### src/rtl/lane_judge.sv
// lane_judge: controls one falling-coin lane, opens the hit window and scores the player's presses.
// Optional build macro LANE_JUDGE_EARLY_PENALTY_EN: a press while the coin is still travelling is a miss.
module lane_judge #(
  parameter int WINDOW_FRAMES   = 17,
  parameter int TRAVEL_TIMEOUT  = 64,
  parameter int COOLDOWN_FRAMES = 2,
  parameter int SCORE_PER_HIT   = 10
) (
  input  logic        i_clk,
  input  logic        i_rst,
  input  logic        i_v_sync,
  input  logic        i_spawn_req,
  input  logic        i_button,
  input  logic        i_in_position,
  output logic        o_active,
  output logic        o_hit,
  output logic        o_miss,
  output logic        o_spawn_dropped,
  output logic [15:0] o_score,
  output logic [7:0]  o_combo,
  output logic [7:0]  o_best_combo,
  output logic [1:0]  o_state
);

  // state    | meaning
  // IDLE     | coin inactive, waiting for a spawn request or a pending spawn
  // TRAVEL   | coin falling, waiting for in_position or the travel timeout
  // WINDOW   | coin hittable, waiting for a press, zone exit or window expiry
  // COOLDOWN | coin held inactive so it can reset its position before the next spawn
  typedef enum logic [1:0] {
    IDLE     = 2'd0,
    TRAVEL   = 2'd1,
    WINDOW   = 2'd2,
    COOLDOWN = 2'd3
  } state_t;

  localparam logic [7:0]  WINDOW_LAST   = 8'(WINDOW_FRAMES - 1);
  localparam logic [7:0]  TRAVEL_LAST   = 8'(TRAVEL_TIMEOUT - 1);
  localparam logic [7:0]  COOLDOWN_LAST = 8'(COOLDOWN_FRAMES - 1);
  localparam logic [16:0] SCORE_INC     = 17'(SCORE_PER_HIT);

  state_t      state, state_nxt;
  logic [7:0]  frame_cnt, frame_cnt_nxt;
  logic        pending, pending_nxt;
  logic        vs_meta, vs_sync, vs_prev;
  logic        btn_meta, btn_sync, btn_prev;
  logic        frame_tick, press, early_press;
  logic        do_hit, do_miss, do_drop;
  logic        active_nxt;
  logic [16:0] score_sum;
  logic [15:0] score_nxt;
  logic [7:0]  combo_nxt, best_nxt;

  always_ff @(posedge i_clk) begin
    if (i_rst) begin
      vs_meta  <= 1'b0;
      vs_sync  <= 1'b0;
      vs_prev  <= 1'b0;
      btn_meta <= 1'b0;
      btn_sync <= 1'b0;
      btn_prev <= 1'b0;
    end else begin
      vs_meta  <= i_v_sync;
      vs_sync  <= vs_meta;
      vs_prev  <= vs_sync;
      btn_meta <= i_button;
      btn_sync <= btn_meta;
      btn_prev <= btn_sync;
    end
  end

  assign frame_tick = vs_sync & ~vs_prev;
  assign press      = btn_sync & ~btn_prev;

`ifdef LANE_JUDGE_EARLY_PENALTY_EN
  assign early_press = press;
`else
  assign early_press = 1'b0;
`endif

  always_ff @(posedge i_clk) begin
    if (i_rst) begin
      state     <= IDLE;
      frame_cnt <= 8'd0;
      pending   <= 1'b0;
    end else begin
      state     <= state_nxt;
      frame_cnt <= frame_cnt_nxt;
      pending   <= pending_nxt;
    end
  end

  // in_position takes priority over an early press or timeout in TRAVEL
  always_comb begin
    state_nxt     = state;
    frame_cnt_nxt = frame_cnt;
    pending_nxt   = pending;
    do_hit        = 1'b0;
    do_miss       = 1'b0;
    do_drop       = 1'b0;
    if (i_spawn_req && (state != IDLE)) begin
      if (pending) do_drop = 1'b1;
      else         pending_nxt = 1'b1;
    end
    case (state)
      IDLE: begin
        if (i_spawn_req || pending) begin
          state_nxt     = TRAVEL;
          frame_cnt_nxt = 8'd0;
          pending_nxt   = 1'b0;
        end
      end
      TRAVEL: begin
        if (i_in_position) begin
          state_nxt     = WINDOW;
          frame_cnt_nxt = 8'd0;
        end else if (early_press) begin
          do_miss = 1'b1;
        end else if (frame_tick) begin
          if (frame_cnt == TRAVEL_LAST) do_miss = 1'b1;
          else                          frame_cnt_nxt = frame_cnt + 8'd1;
        end
      end
      WINDOW: begin
        if (press) begin
          do_hit = 1'b1;
        end else if (!i_in_position) begin
          do_miss = 1'b1;
        end else if (frame_tick) begin
          if (frame_cnt == WINDOW_LAST) do_miss = 1'b1;
          else                          frame_cnt_nxt = frame_cnt + 8'd1;
        end
      end
      COOLDOWN: begin
        if (frame_tick) begin
          if (frame_cnt == COOLDOWN_LAST) begin
            state_nxt     = IDLE;
            frame_cnt_nxt = 8'd0;
          end else begin
            frame_cnt_nxt = frame_cnt + 8'd1;
          end
        end
      end
    endcase
    if (do_hit || do_miss) begin
      state_nxt     = COOLDOWN;
      frame_cnt_nxt = 8'd0;
    end
  end

  // active follows the state one cycle late, so it rises after TRAVEL entry and falls after COOLDOWN entry
  always_comb begin
    active_nxt = (state == TRAVEL) || (state == WINDOW);
    score_sum  = {1'b0, o_score} + SCORE_INC;
    score_nxt  = o_score;
    combo_nxt  = o_combo;
    best_nxt   = o_best_combo;
    if (do_hit) begin
      score_nxt = score_sum[16] ? 16'hFFFF : score_sum[15:0];
      combo_nxt = (o_combo == 8'hFF) ? 8'hFF : o_combo + 8'd1;
      if (combo_nxt > o_best_combo) best_nxt = combo_nxt;
    end else if (do_miss) begin
      combo_nxt = 8'd0;
    end
  end

  always_ff @(posedge i_clk) begin
    if (i_rst) begin
      o_active        <= 1'b0;
      o_hit           <= 1'b0;
      o_miss          <= 1'b0;
      o_spawn_dropped <= 1'b0;
      o_score         <= 16'd0;
      o_combo         <= 8'd0;
      o_best_combo    <= 8'd0;
    end else begin
      o_active        <= active_nxt;
      o_hit           <= do_hit;
      o_miss          <= do_miss;
      o_spawn_dropped <= do_drop;
      o_score         <= score_nxt;
      o_combo         <= combo_nxt;
      o_best_combo    <= best_nxt;
    end
  end

  assign o_state = state;

endmodule

### config.mk
export PLATFORM = sky130hd
export DESIGN_NAME = lane_judge
export DESIGN_NICKNAME = d
export VERILOG_FILES = /design/src/rtl/lane_judge.sv
export SDC_FILE = /design/constraint.sdc
export NUM_CORES = 1
export LEC_CHECK = 0
export CORE_UTILIZATION = 48
export CTS_CLUSTER_SIZE = 16
export DETAILED_ROUTE_END_ITERATION = 12
export PLACE_DENSITY = 0.81
export REMOVE_ABC_BUFFERS = 1
export SETUP_SLACK_MARGIN = 0.2
export SYNTH_ARGS = -nofsm -noshare
export SYNTH_HDL_FRONTEND = slang
export SYNTH_SLANG_ARGS = --single-unit
### constraint.sdc
create_clock -name i_clk -period 2.59 [get_ports i_clk]
set_input_delay 0.3885 -clock i_clk [delete_from_list [all_inputs] [get_ports i_clk]]
set_output_delay 0.3885 -clock i_clk [all_outputs]
set_load 0.01 [all_outputs]
==> flow_summary.json, run 1 <==
{
  "seq_power_share": 0.475,
  "cp_data_required_time_ps": 2780,
  "power_leakage_nw": 1.42,
  "yosys.cell_types.count": 52,
  "timing.final.setup_violations": 3,
  "design.die.area_um2": 5960,
  "insertedDiodeCount": 0,
  "wirelength_mm": 7.13,
  "total_number_of_nets_in_the_final_design": 397,
  "worstHoldStart": "pending",
  "run_status": "finished with violations",
  "combinational_family_with_the_most_area_after_synthesis": "compound AO/OA/AOI/OAI gates",
  "path_class": "flip-flop to flip-flop",
  "synthDominantCellAreaShare": 0.391,
  "finalCriticalPeriod_ps": 2620,
  "worstMarginPinSlew_ps": 600,
  "yosysSeqAreaShare": 0.391,
  "number_of_cells_produced_by_synthesis": 299,
  "final_max_slew_viol_count": 0,
  "slowest_delay_ps": 370,
  "synth-edff-count": 0,
  "synth_largest_area_cell": "dfxtp_1",
  "gp_routability_congestion": 0.866,
  "worst_vdd_drop_mv": 0.290,
  "die_width_um": 77.2,
  "ys_dominant_reg_cell": "dfxtp_1",
  "synth_simple_gate_area_frac": 0.211,
  "power.combinational.fraction": 0.256,
  "path_common_cell": "buf_6",
  "core_area_um2": 5470,
  "synth.top_cells.by_area": "dfxtp_1, ha_1, a21oi_1",
  "clockRootBuffer": "clkbuf_8",
  "rsz0062_at_grt": "true",
  "final_util": 0.681,
  "drt-pass1-iter-count": 4,
  "routed-via-count": 2605,
  "area.growth.synth_to_final_pct": 37.3,
  "worst_clock_skew_ps": 3.58,
  "holdWs_ps": 464,
  "power_per_cell_area_nw_per_um2": 505,
  "power_switching_mw": 0.583,
  "floorplan.io_pins": 44,
  "setup_tns_ps": -56.0,
  "detail_route.wl_per_cell_um": 16.0,
  "post_synth_instance_area_um2": 2720,
  "yosys.area_share.adder": 0.0783,
  "post_synth_mux_area_share": 0.0157,
  "postSynthAreaPerCell_um2": 9.08,
  "synth_xor_area_frac": 0.0451,
  "layout.filler_cells": 419,
  "max_clock_freq_ghz": 0.381,
  "drive_above_1_share": 0.213,
  "worst_setup_hold_path_clk_slew_ps": 100,
  "ys_async_sr_fraction": 0,
  "groute.usage.overall": 0.227,
  "clock_insertion_delay_worst_skew_ps": 310,
  "std_cell_rows": 27,
  "start_util": 0.496,
  "clock-sinks": 53,
  "antenna_violations_before_repair": 0,
  "postSynthRegisterBits": 53,
  "clk_path_buf_depth": 2,
  "r2r-start": "o_combo[0]",
  "finalCritPeriodShare": 1.01,
  "swShare": 0.310,
  "cell_internal_pwr_mw": 1.30,
  "grt_first_pass_wirelength_mm": 11.0,
  "yosys_warnings": 0,
  "worstSetupStartpoint": "o_combo[0]",
  "ctsHtreeMaxLevel": 2,
  "pin_count_of_the_biggest_net_entering_global_routing": 25,
  "globalRoute.totalOverflow": 0,
  "design_power_total_mw": 1.88,
  "power.clock.fraction": 0.269,
  "place.detailed.hpwl_mm": 4.43,
  "postRouteAntennaNets": 0,
  "max-cap-violations": 0,
  "worst_setup_path_start_kind": "flip-flop",
  "crit_slowest_cell": "dfxtp_2",
  "first_global_vias": 2358,
  "cts_inserted_buffers": 5,
  "die_y_um": 77.2,
  "timing.final.ws_setup_ps": -33.4,
  "tritoncts_clock_tree": "built",
  "synth_common_cells": "dfxtp_1, a21oi_1, ha_1, nor2_1, inv_1",
  "critPathTopFamily": "simple AND/OR/NAND/NOR gates",
  "cp_max_fo": 6,
  "max-slew-margin-rel": 0.596,
  "synth_compound_area_frac": 0.216,
  "cp.buffers_inverters": 3,
  "failed_checks": "negative setup slack",
  "route.detailed.drc": 0,
  "cp_data_arrival_time_ps": 2820,
  "detail_route.iter0.violations": 223,
  "synth.most_common_cell": "dfxtp_1",
  "crit_path_cell_trace": "ha_4, nand3_4, buf_6, xor2_1, nand2_2, ha_1, nand4_1, buf_4, nor3b_4, o21ai_2, buf_6, a21oi_1, a311oi_2",
  "viasPerCell": 5.83,
  "timing.hold.worst.class": "flip-flop to flip-flop",
  "cp-end-kind": "flip-flop",
  "io_buffer_count": 43,
  "hold_viol": 0
}
==> repair_timing <==
item	in CTS	in global routing
cloned	2	0
resized for setup	23	24
setup buffers	9	8
pin swaps	14	12
endpoints found under the setup margin	8	24
hold buffers	0	0
==> cell type report <==
| cell class | count | area, um2 | share of cell area |
|---|---|---|---|
| inverter | 16 | 60.1 | 0.0161 |
| tap | 72 | 90.1 | 0.0242 |
| sequential | 53 | 1070 | 0.286 |
| clock buffer | 6 | 82.6 | 0.0221 |
| clock inverter | 2 | 17.5 | 0.00470 |
| timing repair buffer | 79 | 721 | 0.193 |
| multi-input combinational | 219 | 1690 | 0.453 |
==> flip-flops by register name, summed over array words and instances, names as in the netlist <==
signal           flops
o_state              2
o_score             16
o_best_combo         8
btn_meta             1
pending              1
o_hit                1
vs_sync              1
o_active             1
vs_prev              1
o_combo              8
o_miss               1
frame_cnt            8
o_spawn_dropped      1
btn_sync             1
btn_prev             1
vs_meta              1
==> cells by family (layout without fill, tap and decap cells) <==
family,count (synthesis),after routing
flip-flops,53,53
AO/OA/AOI/OAI,83,83
multiplexers,4,4
adder cells (fa/ha/maj),17,17
buffers and inverters,27,103
AND/OR/NAND/NOR,101,101
XOR/XNOR,14,14
==> placed cells by master, fill, tap and decap left out, types with 4 or more instances in the layout <==
master and count:
nand2_1 13, nor2_1 16, a21oi_1 26, clkdlybuf4s50_1 43, nor3_1 10, nor2b_1 10
dfxtp_2 5, buf_6 6, a22o_1 7, buf_4 29, nand3_1 8, nand2b_1 5
nand4_1 6, dfxtp_1 48, o2111ai_1 4, inv_1 16, xor2_1 4, and3_1 5
clkbuf_8 6, xnor2_1 10, a21oi_2 5, or4_1 4, a31oi_1 4, a311oi_2 4
ha_1 15
==> worst paths after layout <==
kind / cells past startpoint / endpoint / slack [ps]
worst max-delay path: 13 / o_best_combo[4] / -30
worst min-delay path: 2 / o_spawn_dropped / 460
worst max register to register: 13 / o_best_combo[4] / -30
worst min register to register: 2 / o_spawn_dropped / 460
==> power by group through the flow <==
stage	combinational (mW)	clock [mW]	sequential [mW]
3_3_place_gp	0.421	0	0.907
3_5_place_dp	0.434	0	0.911
2_1_floorplan	0.275	0	0.914
4_1_cts	0.447	0.513	0.892
5_1_grt	0.530	0.550	0.900
6_report	0.482	0.507	0.894
==> worst register-to-register path, cell delays in order (launching register included) <==
cell and delay (ps):
dfxtp_2 370, ha_4 160, nand3_4 90, buf_6 140, xor2_1 230, nand2_2 140
ha_1 300, nand4_1 140, buf_4 180, nor3b_4 220, o21ai_2 130, buf_6 160
a21oi_1 200, a311oi_2 50
==> metal layers <==
layer / GRT usage / vias to the layer above / part of all wire
met5: 0 / - / 0
met4: 0.0547 / 0 / 0.017
met3: 0.0512 / 13 / 0.057
met2: 0.397 / 91 / 0.49
met1: 0.280 / 1241 / 0.44
li1: - / 1260 / -
==> stage by stage <==
stage | instances | setup WS [ps] | instance area, um2
floorplan | 288 | -317 | 2660
CTS | 439 | 84.7 | 3570
finish | 447 | -33.4 | 3730
detailed placement | 420 | -68.6 | 3310
global placement | 420 | 76.5 | 3310
global route | 447 | -130 | 3730
(Power assumes the default switching activity.)
==> inputs of run 2 (changes only) <==
Settings changed: CORE_MARGIN set to 2.
==> flow_summary.json, run 2 (synthesized netlist as in run 1, its figures left out) <==
{
  "io_buffer_count": 43,
  "final_max_slew_viol_count": 0,
  "total_number_of_nets_in_the_final_design": 392,
  "mostFrequentLayoutCell": "dfxtp_1",
  "cp_max_fo": 7,
  "cts_inserted_buffers": 5,
  "worst_setup_path_start_kind": "flip-flop",
  "routed-via-count": 2635,
  "power_per_cell_area_nw_per_um2": 503,
  "worst_setup_hold_path_clk_slew_ps": 100,
  "gp_routability_congestion": 0.911,
  "path_class": "flip-flop to flip-flop",
  "registers.top_by_ff_count": "o_score",
  "final_util": 0.678,
  "largest_reg_flops": 16,
  "setup_tns_ps": 0,
  "globalRoute.totalOverflow": 0,
  "insertedDiodeCount": 0,
  "groute.layer.met1.usage": 0.294,
  "cp.buffers_inverters": 3,
  "commonest_non_fill_non_tap_cells_in_the_layout": "dfxtp_1, clkdlybuf4s50_1, a21oi_1, buf_4",
  "clockRootBuffer": "clkbuf_8",
  "clock-sinks": 53,
  "cp_data_arrival_time_ps": 2720,
  "core_area_um2": 5470,
  "finalCriticalPeriod_ps": 2500,
  "floorplan.io_pins": 44,
  "clock_insertion_delay_worst_skew_ps": 310,
  "layout.filler_cells": 439,
  "global_route.peak_usage_layer": "met2",
  "cp-end-kind": "flip-flop",
  "timing.hold.worst.class": "flip-flop to flip-flop",
  "hold_viol": 0,
  "die_width_um": 79.2,
  "drt-pass1-iter-count": 7,
  "finalCritPeriodShare": 0.965,
  "first_global_vias": 2500,
  "antenna_violations_before_repair": 0,
  "ctsHtreeMaxLevel": 2,
  "global_route.usage.met3": 0.0568,
  "critPathTopFamily": "compound AO/OA/AOI/OAI gates",
  "drive_above_1_share": 0.205,
  "worstMarginPinSlew_ps": 585,
  "timing.final.setup_violations": 0,
  "rsz0062_at_grt": "true",
  "cp_data_required_time_ps": 2810,
  "slowest_delay_ps": 350,
  "postRouteAntennaNets": 0,
  "worst_vdd_drop_mv": 0.300,
  "cts_hold_buf": 0,
  "run_status": "complete, no violations",
  "design_power_total_mw": 1.87,
  "area.growth.synth_to_final_pct": 36.7,
  "wirelength_mm": 7.33,
  "viasPerCell": 5.96,
  "worst_clock_skew_ps": 10.5,
  "std_cell_rows": 27,
  "met2_usage": 0.369,
  "die_y_um": 79.2,
  "clk_path_buf_depth": 2,
  "pin_count_of_the_biggest_net_entering_global_routing": 24,
  "place.detailed.hpwl_mm": 4.51,
  "design.die.area_um2": 6280,
  "crit_slowest_cell": "dfxtp_2",
  "power_leakage_nw": 1.40,
  "route.detailed.drc": 0,
  "detail_route.iter0.violations": 208,
  "tritoncts_clock_tree": "built",
  "detail_route.wl_per_cell_um": 16.6,
  "max-slew-margin-rel": 0.608,
  "max-cap-violations": 0,
  "groute.usage.overall": 0.229,
  "grt_first_pass_wirelength_mm": 11.5,
  "crit_path_cell_trace": "ha_4, nand3_4, buf_6, o21ai_0, mux2_4, ha_4, nand4_1, buf_4, o211ai_1, buf_4, a21oi_2, a311oi_2",
  "start_util": 0.496,
  "max_clock_freq_ghz": 0.400
}
==> run 2: changes by cell type in the layout (fill, tap and decap cells not counted), moves of 2 or more <==
cell     change
ha_1         -2
ha_4         +2
buf_4        -3
nand3_1      +2
nand3_2      -2
==> run 2: routing by layer <==
layer | vias to the layer above | part of all wire
met4 | 0 | 0.025
li1 | 1252 | -
met1 | 1244 | 0.44
met3 | 22 | 0.063
met5 | - | 0
met2 | 117 | 0.47
==> run 2: what timing repair did <==
item	in CTS	in global routing
pin swaps	14	12
resized for setup	27	22
setup buffers	7	4
setup endpoints to repair	8	23
gates cloned	2	0
==> run 2: power by group <==
| part | internal, mW | total, mW | switching (mW) |
|---|---|---|---|
| sequential | 0.856 | 0.894 | 0.0373 |
| clock | 0.217 | 0.490 | 0.273 |
| combinational | 0.220 | 0.485 | 0.265 |
==> run 2: path summary, 6_finish.rpt <==
kind / startpoint / end / slack (ps) / depth (start not counted)
worst max-delay path: o_combo[0] / o_best_combo[2] / 90 / 12
worst min register to register: vs_meta / vs_sync / 440 / 1
worst min-delay path: vs_meta / vs_sync / 440 / 1
worst max register to register: o_combo[0] / o_best_combo[2] / 90 / 12
==> run 2: area by class of cell <==
cell class	instances	area (um2)	share of cell area
Multi-Input combinational cell	219	1720	0.462
Sequential cell	53	1070	0.287
Timing Repair Buffer	74	682	0.184
Tap cell	72	90.1	0.0243
Clock buffer	6	82.6	0.0222
Inverter	16	60.1	0.0162
Clock inverter	2	13.8	0.00371
==> run 2: through the flow <==
stage	hold WS, ps	worst slack, ps	cells	cell area, um2
after floorplan	414	-317	288	2660
after global placement	418	75.6	421	3310
after detailed placement	420	-73.1	421	3310
after CTS	447	136	438	3580
after global routing	466	-18.9	442	3710
final	442	89.4	442	3710
